$ cat src/rtl/baudgen_pkg.sv
// rtl/baudgen_pkg.sv - shared divisor type, clamp limit and 25 MHz x16 baud presets
package baudgen_pkg;

  localparam int MIN_DIV_INT = 2;

  typedef struct packed {
    logic [15:0] div_int;
    logic [3:0]  div_frac;
  } divisor_t;

  // 25 MHz / (baud * 16), fractional part in 1/16 steps
  localparam divisor_t DIV_19200  = '{div_int: 16'd81, div_frac: 4'd6};
  localparam divisor_t DIV_38400  = '{div_int: 16'd40, div_frac: 4'd11};
  localparam divisor_t DIV_57600  = '{div_int: 16'd27, div_frac: 4'd2};
  localparam divisor_t DIV_115200 = '{div_int: 16'd13, div_frac: 4'd9};

endpackage

$ cat src/rtl/baudgen_frac.sv
// rtl/baudgen_frac.sv - fractional baud generator producing oversample and bit strobes
module baudgen_frac
  import baudgen_pkg::*;
#(
  parameter int DIV_W        = 16,
  parameter int FRAC_W       = 4,
  parameter int OSR          = 16,
  parameter int RST_DIV_INT  = 13,
  parameter int RST_DIV_FRAC = 9
) (
  input  logic              clkin,
  input  logic              rst,
  input  logic              en,
  input  logic              restart,
  input  logic [DIV_W-1:0]  div_int,
  input  logic [FRAC_W-1:0] div_frac,
  input  logic              div_load,
  output logic              os_tick,
  output logic              baud_tick,
  output logic              div_err
);

  localparam int OSC_W = $clog2(OSR);
  localparam logic [DIV_W-1:0]  MIN_INT  = DIV_W'(MIN_DIV_INT);
  localparam logic [DIV_W-1:0]  RST_INT  = (RST_DIV_INT < MIN_DIV_INT) ? MIN_INT : DIV_W'(RST_DIV_INT);
  localparam logic [FRAC_W-1:0] RST_FRAC = FRAC_W'(RST_DIV_FRAC);
  localparam logic [OSC_W-1:0]  OSC_LAST = OSC_W'(OSR - 1);

  logic [DIV_W-1:0]  cnt, active_int, pend_int, load_int, next_int, reload;
  logic [FRAC_W-1:0] acc, active_frac, pend_frac, next_frac;
  logic [FRAC_W:0]   acc_sum;
  logic [OSC_W-1:0]  os_cnt;
  logic              pend_valid, pend_err, load_err, next_err, tick_now;

  // next_* is the divisor that governs the period starting at the next reload
  always_comb begin
    load_err  = div_int < MIN_INT;
    load_int  = load_err ? MIN_INT : div_int;
    next_int  = pend_valid ? pend_int : active_int;
    next_frac = pend_valid ? pend_frac : active_frac;
    next_err  = pend_valid ? pend_err : div_err;
    acc_sum   = {1'b0, acc} + {1'b0, active_frac};
    reload    = next_int - DIV_W'(1) + DIV_W'(acc_sum[FRAC_W]);
    tick_now  = (cnt == '0);
  end

  always_ff @(posedge clkin or posedge rst) begin
    if (rst) begin
      active_int  <= RST_INT;
      active_frac <= RST_FRAC;
      pend_int    <= RST_INT;
      pend_frac   <= RST_FRAC;
      pend_err    <= 1'b0;
      pend_valid  <= 1'b0;
      div_err     <= 1'b0;
      cnt         <= RST_INT - DIV_W'(1);
      acc         <= '0;
      os_cnt      <= '0;
      os_tick     <= 1'b0;
      baud_tick   <= 1'b0;
    end else if (restart) begin
      active_int  <= next_int;
      active_frac <= next_frac;
      div_err     <= next_err;
      pend_valid  <= 1'b0;
      cnt         <= next_int - DIV_W'(1);
      acc         <= '0;
      os_cnt      <= '0;
      os_tick     <= 1'b0;
      baud_tick   <= 1'b0;
    end else if (en) begin
      os_tick   <= tick_now;
      baud_tick <= tick_now && (os_cnt == OSC_LAST);
      if (tick_now) begin
        cnt         <= reload;
        acc         <= acc_sum[FRAC_W-1:0];
        os_cnt      <= (os_cnt == OSC_LAST) ? '0 : os_cnt + OSC_W'(1);
        active_int  <= next_int;
        active_frac <= next_frac;
        div_err     <= next_err;
        pend_valid  <= 1'b0;
      end else begin
        cnt <= cnt - DIV_W'(1);
      end
      // a load on a tick edge lands after the old pending value was consumed
      if (div_load) begin
        pend_int   <= load_int;
        pend_frac  <= div_frac;
        pend_err   <= load_err;
        pend_valid <= 1'b1;
      end
    end else begin
      os_tick   <= 1'b0;
      baud_tick <= 1'b0;
      if (div_load) begin
        active_int  <= load_int;
        active_frac <= div_frac;
        div_err     <= load_err;
        pend_valid  <= 1'b0;
      end
    end
  end

endmodule

$ cat config.mk
export PLATFORM = sky130hd
export DESIGN_NAME = baudgen_frac
export DESIGN_NICKNAME = d
export VERILOG_FILES = /design/src/rtl/baudgen_pkg.sv /design/src/rtl/baudgen_frac.sv
export SDC_FILE = /design/constraint.sdc
export NUM_CORES = 1
export LEC_CHECK = 0
export CAP_MARGIN = 20
export CORE_MARGIN = 2
export CORE_UTILIZATION = 28
export CTS_CLUSTER_DIAMETER = 150
export CTS_CLUSTER_SIZE = 16
export DETAILED_ROUTE_END_ITERATION = 10
export GPL_TIMING_DRIVEN = 0
export HOLD_SLACK_MARGIN = 0.15
export PLACE_DENSITY = 0.54
export SYNTH_ARGS = -nofsm -noshare
export SYNTH_HDL_FRONTEND = slang
export SYNTH_SLANG_ARGS = --single-unit
$ cat constraint.sdc
create_clock -name clkin -period 5.2 [get_ports clkin]
set_clock_uncertainty 0.2 [all_clocks]
set_input_delay 1.04 -clock clkin [delete_from_list [all_inputs] [get_ports clkin]]
set_output_delay 1.04 -clock clkin [all_outputs]
set_load 0.1 [all_outputs]
==> results of run 1 <==
power by group through the flow:
stage	Clock, W	Sequential [W]	Combinational [W]
detailed placement	0	0.000772	0.000501
global route	0.000647	0.000784	0.000570
finish	0.000614	0.000767	0.000515
global placement	0	0.000767	0.000493
CTS	0.000624	0.000763	0.000506
floorplan	0	0.000745	0.000373
area by class of cell:
type	count	area [µm²]
clock inverter	2	35.0
timing repair buffer	26	260
clock buffer	14	254
buffer	28	128
sequential	69	1740
tap	216	270
multi-input combinational	414	2700
inverter	9	36.3
fill	1628	10500
worst max-delay path by stage:
stage                           start             endpoint  slack (ns)  cells after the start
3_5_place_dp   pend_valid$_DFFE_PP0P_  cnt[14]$_DFFE_PP0P_       -0.01                     15
2_1_floorplan  pend_valid$_DFFE_PP0P_  cnt[14]$_DFFE_PP0P_        0.91                     17
6_report       pend_valid$_DFFE_PP0P_  cnt[14]$_DFFE_PP0P_        0.27                     17
4_1_cts        pend_valid$_DFFE_PP0P_  cnt[14]$_DFFE_PP0P_        0.06                     15
3_3_place_gp   pend_valid$_DFFE_PP0P_  cnt[14]$_DFFE_PP0P_       -0.03                     16
5_1_grt        pend_valid$_DFFE_PP0P_  cnt[14]$_DFFE_PP0P_        0.03                     17
registers in the layout, indices dropped and copies added (netlist names):
| name | flops |
|---|---|
| active_int | 16 |
| pend_valid | 1 |
| acc | 4 |
| pend_int | 16 |
| active_frac | 4 |
| baud_tick | 1 |
| pend_frac | 4 |
| cnt | 16 |
| os_tick | 1 |
| pend_err | 1 |
| os_cnt | 4 |
| div_err | 1 |
synthesized netlist by cell type, types with 5 or more instances:
| cell type | count |
|---|---|
| nand2b_1 | 7 |
| a21oi_1 | 48 |
| mux2_2 | 20 |
| xor2_1 | 10 |
| o21ai_0 | 21 |
| o22ai_1 | 16 |
| nor2b_1 | 5 |
| o211ai_1 | 5 |
| inv_1 | 8 |
| xnor2_1 | 21 |
| mux2i_1 | 19 |
| nand3_1 | 13 |
| or3_1 | 6 |
| a211oi_1 | 10 |
| clkbuf_1 | 21 |
| ha_1 | 10 |
| nor3_1 | 23 |
| nor3b_1 | 5 |
| dfstp_2 | 12 |
| dfrtp_1 | 57 |
| nor4_1 | 6 |
| nor2_1 | 54 |
| nand2_1 | 51 |
metrics by stage:
stage	setup TNS, ns	total power [W]	setup slack, ns
2_1_floorplan	0	0.00112	0.912
3_3_place_gp	-0.0341	0.00126	-0.0341
3_5_place_dp	-0.0120	0.00127	-0.0120
4_1_cts	0	0.00189	0.0583
5_1_grt	0	0.00200	0.0341
6_report	0	0.00190	0.271
worst reg2reg max path, stage by stage (launching register included):
cell and delay, ns:
dfrtp_1 0.41, buf_4 0.20, buf_4 0.19, buf_2 0.24, clkbuf_4 0.27, buf_6 0.22, mux2i_4 0.33, ha_1 0.32
inv_1 0.09, ha_1 0.22, inv_1 0.11, a2111oi_1 0.33, a211oi_1 0.15, or3_1 0.42, or3_4 0.37, nor4bb_2 0.30
mux2i_1 0.29, o211ai_1 0.12
layer usage:
metal	track usage, %	wire length (µm)
met1	20.6	6060
met2	24.5	6060
met3	2.58	584
met4	6.10	264
met5	0	0
cell usage in the layout (no fill, tap or decap), drive strengths merged, types with 6 or more instances in the layout:
| master | synthesis | layout |
|---|---|---|
| dfrtp | 57 | 57 |
| nor2 | 54 | 54 |
| nand2 | 51 | 51 |
| a21oi | 48 | 48 |
| clkbuf | 21 | 37 |
| clkdlybuf4s50 | 0 | 26 |
| nor3 | 24 | 24 |
| o21ai | 22 | 22 |
| xnor2 | 21 | 21 |
| mux2 | 21 | 21 |
| mux2i | 19 | 19 |
| o22ai | 16 | 16 |
| nand3 | 13 | 13 |
| dfstp | 12 | 12 |
| a211oi | 10 | 10 |
| xor2 | 10 | 10 |
| ha | 10 | 10 |
| inv | 8 | 8 |
| nand2b | 7 | 7 |
| or3 | 7 | 7 |
| nor4 | 6 | 6 |
logic make-up (layout without fill, tap and decap cells):
| kind of cell | Yosys count | count (layout) |
|---|---|---|
| adder cells (fa/ha/maj) | 11 | 11 |
| multiplexers | 40 | 40 |
| AO/OA/AOI/OAI | 132 | 132 |
| buffers and inverters | 37 | 79 |
| flip-flops | 69 | 69 |
| XOR/XNOR | 31 | 31 |
| AND/OR/NAND/NOR | 200 | 200 |
==> impl_metrics.py, run 1 <==
metrics = {
    "logic_synthesis": {
        "synth_top_family_by_area": "simple AND/OR/NAND/NOR gates",
        "yosysWarnings": 0,
        "syn_nets": 556,
        "synth_area_leader_cell": "dfrtp_1",
        "synth-seq-cells": 69,
        "ys_seq_area_share_pct": 38.1,
        "synth_compound_area_share_pct": 17.9,
        "synthXorXnorAreaFrac_pct": 5.94,
        "yosysUniqueCellTypes": 65,
        "synth_mux_area_share_pct": 9.41,
        "synth_flop_cell": "dfrtp_1",
        "synth_top_area_share_pct": 31.2,
        "synth_edf_count": 0,
        "netlist_area_um2": 4570,
        "syn_inst": 520,
        "yosys.area_share.simple_pct": 22.2,
        "synthAdderAreaFrac_pct": 3.17,
        "async_flop_share_pct": 100,
        "synth_top_cells_by_area": "dfrtp_1 (31%), dfstp_2 (6.9%), a21oi_1 (5.3%)",
        "syn_area_per_cell_um2": 8.80,
    },
    "critical_path": {
        "crit_path_start_kind": "flop",
        "reg2reg_depth": 17,
        "cp_max_fo": 10,
        "path_cells": "buf_4 -> buf_4 -> buf_2 -> clkbuf_4 -> buf_6 -> mux2i_4 -> ha_1 -> inv_1 -> ha_1 -> inv_1 -> a2111oi_1 -> a211oi_1 -> or3_1 -> or3_4 -> nor4bb_2 -> mux2i_1 -> o211ai_1",
        "criticalPathCategory": "reg -> reg",
        "endpoint_kind": "flop",
        "cp_num_buf_inv": 7,
        "critPathTopFamily": "buffers and inverters",
        "worstPathRequired_ns": 5.19,
        "slowest_delay_ns": 0.42,
        "reg2reg_to": "cnt[14]$_DFFE_PP0P_",
        "regToRegSetupSlack_ns": 0.27,
        "arrival_ns": 4.92,
        "crit_slowest_cell": "or3_1",
        "regToRegStartpoint": "pend_valid$_DFFE_PP0P_",
    },
    "clocking": {
        "clk_root_buffer_cell": "clkbuf_16",
        "cts_resized": 1,
        "clk_latency_ns": 0.33,
        "cts_buffers": 9,
        "postCtsSetupBuffers": 0,
        "cts.sinks": 69,
        "hold_buffers": 0,
        "cts_max_path_buffers": 2,
        "htreeDepth": 3,
        "clk_pin_slew_worst_paths_ns": 0.06,
        "cts_tree": "done",
    },
    "routing": {
        "drc": 0,
        "wire_per_inst_um": 16.7,
        "ant_nets": 0,
        "wl_mm": 13.0,
        "via_count": 4130,
        "dr.pass1.iters": 5,
        "drt_iter0_drc": 337,
        "vias_per_cell": 5.31,
    },
    "power_and_ir_drop": {
        "p_sw_share_pct": 33.4,
        "irDropWorstVdd_mv": 0.159,
        "clkPwrFrac_pct": 32.4,
        "cellPowerDensity_nw_per_um2": 349,
        "power_frac_seq_pct": 40.5,
        "p_switching_w": 0.000633,
        "p_int_w": 0.00126,
        "combPwrFrac_pct": 27.2,
        "power.leakage_nw": 2.03,
    },
    "global_routing": {
        "track_usage_pct": 15.3,
        "grt_pass1_vias": 4020,
        "grt.overflow.total": 0,
        "grt_pass1_wl_mm": 21.3,
        "grt_max_degree": 70,
        "antenna_found_initial": 0,
    },
    "layout": {
        "drive_gt1_share_pct": 11.2,
        "stdcell_count": 778,
        "utilization_pct": 34.0,
        "stdcell_area_um2": 5430,
        "finalNetCount": 593,
        "antenna_cells": 0,
        "syn_to_final_growth_pct": 18.7,
    },
    "place": {
        "place_congestion": 0.913,
        "dpl.hpwl_mm": 9.54,
        "portBuffers": 26,
        "place_inst": 762,
        "dpl_cell_area_um2": 5110,
    },
    "sta": {
        "relSlewSlack_pct": 35.3,
        "worst_pin_slew_ns": 0.968,
        "hold_violations": 0,
        "slew_viol_final": 0,
        "fin_crit_sh_pct": 94.8,
        "fin_crit_ns": 4.93,
        "hold_ws_ns": 0.304,
        "fmax_mhz": 203,
        "finalSetupViolCount": 0,
        "rsz0062_at_grt": "false",
    },
    "run": {
        "cap_violations": 0,
    },
    "floorplanning": {
        "io_pins": 28,
        "rows": 46,
        "chipWidth_um": 132,
        "coreArea_um2": 15900,
        "dieArea_um2": 17400,
        "die_h_um": 132,
        "initial_core_util_pct": 28.7,
    },
    "min_path": {
        "hold_depth": 2,
        "holdPathEnd": "pend_err$_DFFE_PP0P_",
        "hold_start": "pend_err$_DFFE_PP0P_",
        "hold_class": "reg -> reg",
    },
    "outcome": {
        "status": "complete, no violations",
    },
}
Note: power is estimated with default switching activity, not from simulation.
==> run 2: changes to the inputs <==
Settings changed: SLEW_MARGIN set to 10.
Clock period 5.2 ns to 5.9 ns, I/O delays scaled along.
==> run 2 against run 1 <==
Worst hold slack better by 0.0046 ns. Maximum frequency down 6.9%. Die area is the same. Final cell count is 0.13% higher. Critical path depth shrank 2. Sequential power is 12% lower. Largest cell class unchanged. Largest power group unchanged.
==> impl_metrics.py, run 2 (synthesis results as in run 1) <==
metrics = {
    "clocking": {
        "postCtsSetupBuffers": 0,
        "cts_tree": "done",
        "hold_buffers": 0,
        "clk_pin_slew_worst_paths_ns": 0.06,
        "cts_resized": 0,
        "cts.sinks": 69,
        "clk_latency_ns": 0.33,
        "htreeDepth": 3,
        "cts_buffers": 9,
        "cts_max_path_buffers": 2,
        "clk_root_buffer_cell": "clkbuf_16",
    },
    "place": {
        "portBuffers": 26,
        "dpl_cell_area_um2": 5130,
        "dpl.hpwl_mm": 9.61,
        "place_ws_ns": 0.697,
        "place_congestion": 0.913,
        "place_inst": 763,
    },
    "layout": {
        "antenna_cells": 0,
        "syn_to_final_growth_pct": 18.7,
        "reg_top3": "active_int: 16 flops, cnt: 16 flops, pend_int: 16 flops",
        "layout_common_cells": "dfrtp_1 (57), nor2_1 (54), nand2_1 (51)",
        "layout_commonest_cell": "dfrtp_1",
        "stdcell_area_um2": 5430,
        "stdcell_count": 779,
        "n_fill_cell": 1647,
        "finalNetCount": 594,
        "drive_gt1_share_pct": 11.2,
    },
    "sta": {
        "fmax_mhz": 189,
        "slew_viol_final": 0,
        "finalSetupTns_ns": 0,
        "relSlewSlack_pct": 35.3,
        "setup_ws_ns": 0.607,
        "finalSetupViolCount": 0,
        "hold_violations": 0,
        "fin_crit_ns": 5.29,
        "fin_crit_sh_pct": 89.7,
        "rsz0062_at_grt": "false",
        "worst_pin_slew_ns": 0.967,
    },
    "power_and_ir_drop": {
        "p_int_w": 0.00112,
        "cellPowerDensity_nw_per_um2": 309,
        "power_frac_seq_pct": 40.2,
        "combPwrFrac_pct": 26.6,
        "finalPower_w": 0.00168,
        "p_sw_share_pct": 33.3,
        "irDropWorstVdd_mv": 0.137,
        "clkPwrFrac_pct": 33.2,
        "p_switching_w": 0.000559,
        "power.leakage_nw": 2.04,
    },
    "routing": {
        "drt_iter0_drc": 278,
        "dr.pass1.iters": 6,
        "via_count": 4071,
        "wire_per_inst_um": 16.4,
        "wl_mm": 12.8,
        "vias_per_cell": 5.23,
        "ant_nets": 0,
        "drc": 0,
    },
    "critical_path": {
        "critPathTopFamily": "buffers and inverters",
        "slowest_delay_ns": 0.50,
        "crit_path_start_kind": "flop",
        "path_cells": "buf_4 -> buf_4 -> buf_2 -> buf_2 -> buf_2 -> mux2i_1 -> ha_1 -> buf_1 -> nand3_1 -> a211oi_1 -> xnor2_1 -> mux2i_1 -> nor4bb_2 -> mux2i_1 -> o211ai_1",
        "cp_max_fo": 10,
        "regToRegStartpoint": "pend_valid$_DFFE_PP0P_",
        "crit_slowest_cell": "mux2i_1",
        "criticalPathCategory": "reg -> reg",
        "worstPathRequired_ns": 5.89,
        "startpoint": "pend_valid$_DFFE_PP0P_",
        "cp_num_buf_inv": 6,
        "arrival_ns": 5.29,
        "endpoint_kind": "flop",
    },
    "global_routing": {
        "grt_pass1_wl_mm": 21.4,
        "grt.overflow.total": 0,
        "grt_max_degree": 39,
        "track_usage_pct": 15.2,
        "antenna_found_initial": 0,
        "grt_pass1_vias": 4060,
    },
    "run": {
        "cap_violations": 0,
    },
    "floorplanning": {
        "die_h_um": 132,
        "rows": 46,
        "dieArea_um2": 17400,
        "chipWidth_um": 132,
        "initial_core_util_pct": 28.7,
        "io_pins": 28,
        "coreArea_um2": 15900,
    },
    "min_path": {
        "hold_class": "reg -> reg",
        "hold_start": "pend_frac[1]$_DFFE_PP0P_",
    },
    "outcome": {
        "status": "complete, no violations",
    },
}
## run 2: cell count changes in the layout (fill, tap and decap cells not counted), sizes merged
cell	change
buf	+3
clkinvlp	+1
clkbuf	-4
clkinv	+1
## run 2: final cells by class
class,instances,area [µm²],area share [%]
sequential,69,1740,32.1
clock buffer,12,256,4.72
buffer,28,118,2.17
tap,216,270,4.98
clock inverter,4,47.5,0.875
inverter,9,36.3,0.668
multi-input combinational,414,2680,49.4
timing repair buffer,27,280,5.16
## run 2: path summary, 6_finish.rpt
check,cells past startpoint,slack (ns),end
worst min-delay path,1,0.31,pend_frac[1]$_DFFE_PP0P_
worst max-delay path,15,0.61,cnt[14]$_DFFE_PP0P_
min in group asynchronous,2,1.00,pend_int[15]$_DFFE_PP0P_
worst min register to register,1,0.31,pend_frac[1]$_DFFE_PP0P_
max in group asynchronous,3,3.87,cnt[2]$_DFFE_PP1P_
worst max register to register,15,0.61,cnt[14]$_DFFE_PP0P_
## run 2: power by group through the flow
| stage | Combinational (W) | Sequential [W] | Clock, W |
|---|---|---|---|
| floorplan | 0.000329 | 0.000657 | 0 |
| global placement | 0.000434 | 0.000676 | 0 |
| detailed placement | 0.000443 | 0.000681 | 0 |
| CTS | 0.000446 | 0.000672 | 0.000570 |
| global route | 0.000499 | 0.000691 | 0.000585 |
| finish | 0.000447 | 0.000674 | 0.000558 |
## run 2: metrics by stage
step	hold slack, ns	util (%)
6_report	0.308	34.1
5_1_grt	0.322	34.1
4_1_cts	0.300	34.1
3_5_place_dp	0.286	32.2
3_3_place_gp	0.262	32.0
2_1_floorplan	0.245	-
## run 2: metal layers
metal / global-route usage [%] / wire length, µm
met5: 0 / 0
met4: 6.58 / 313
met3: 2.19 / 627
met2: 24.8 / 5840
met1: 20.2 / 5990
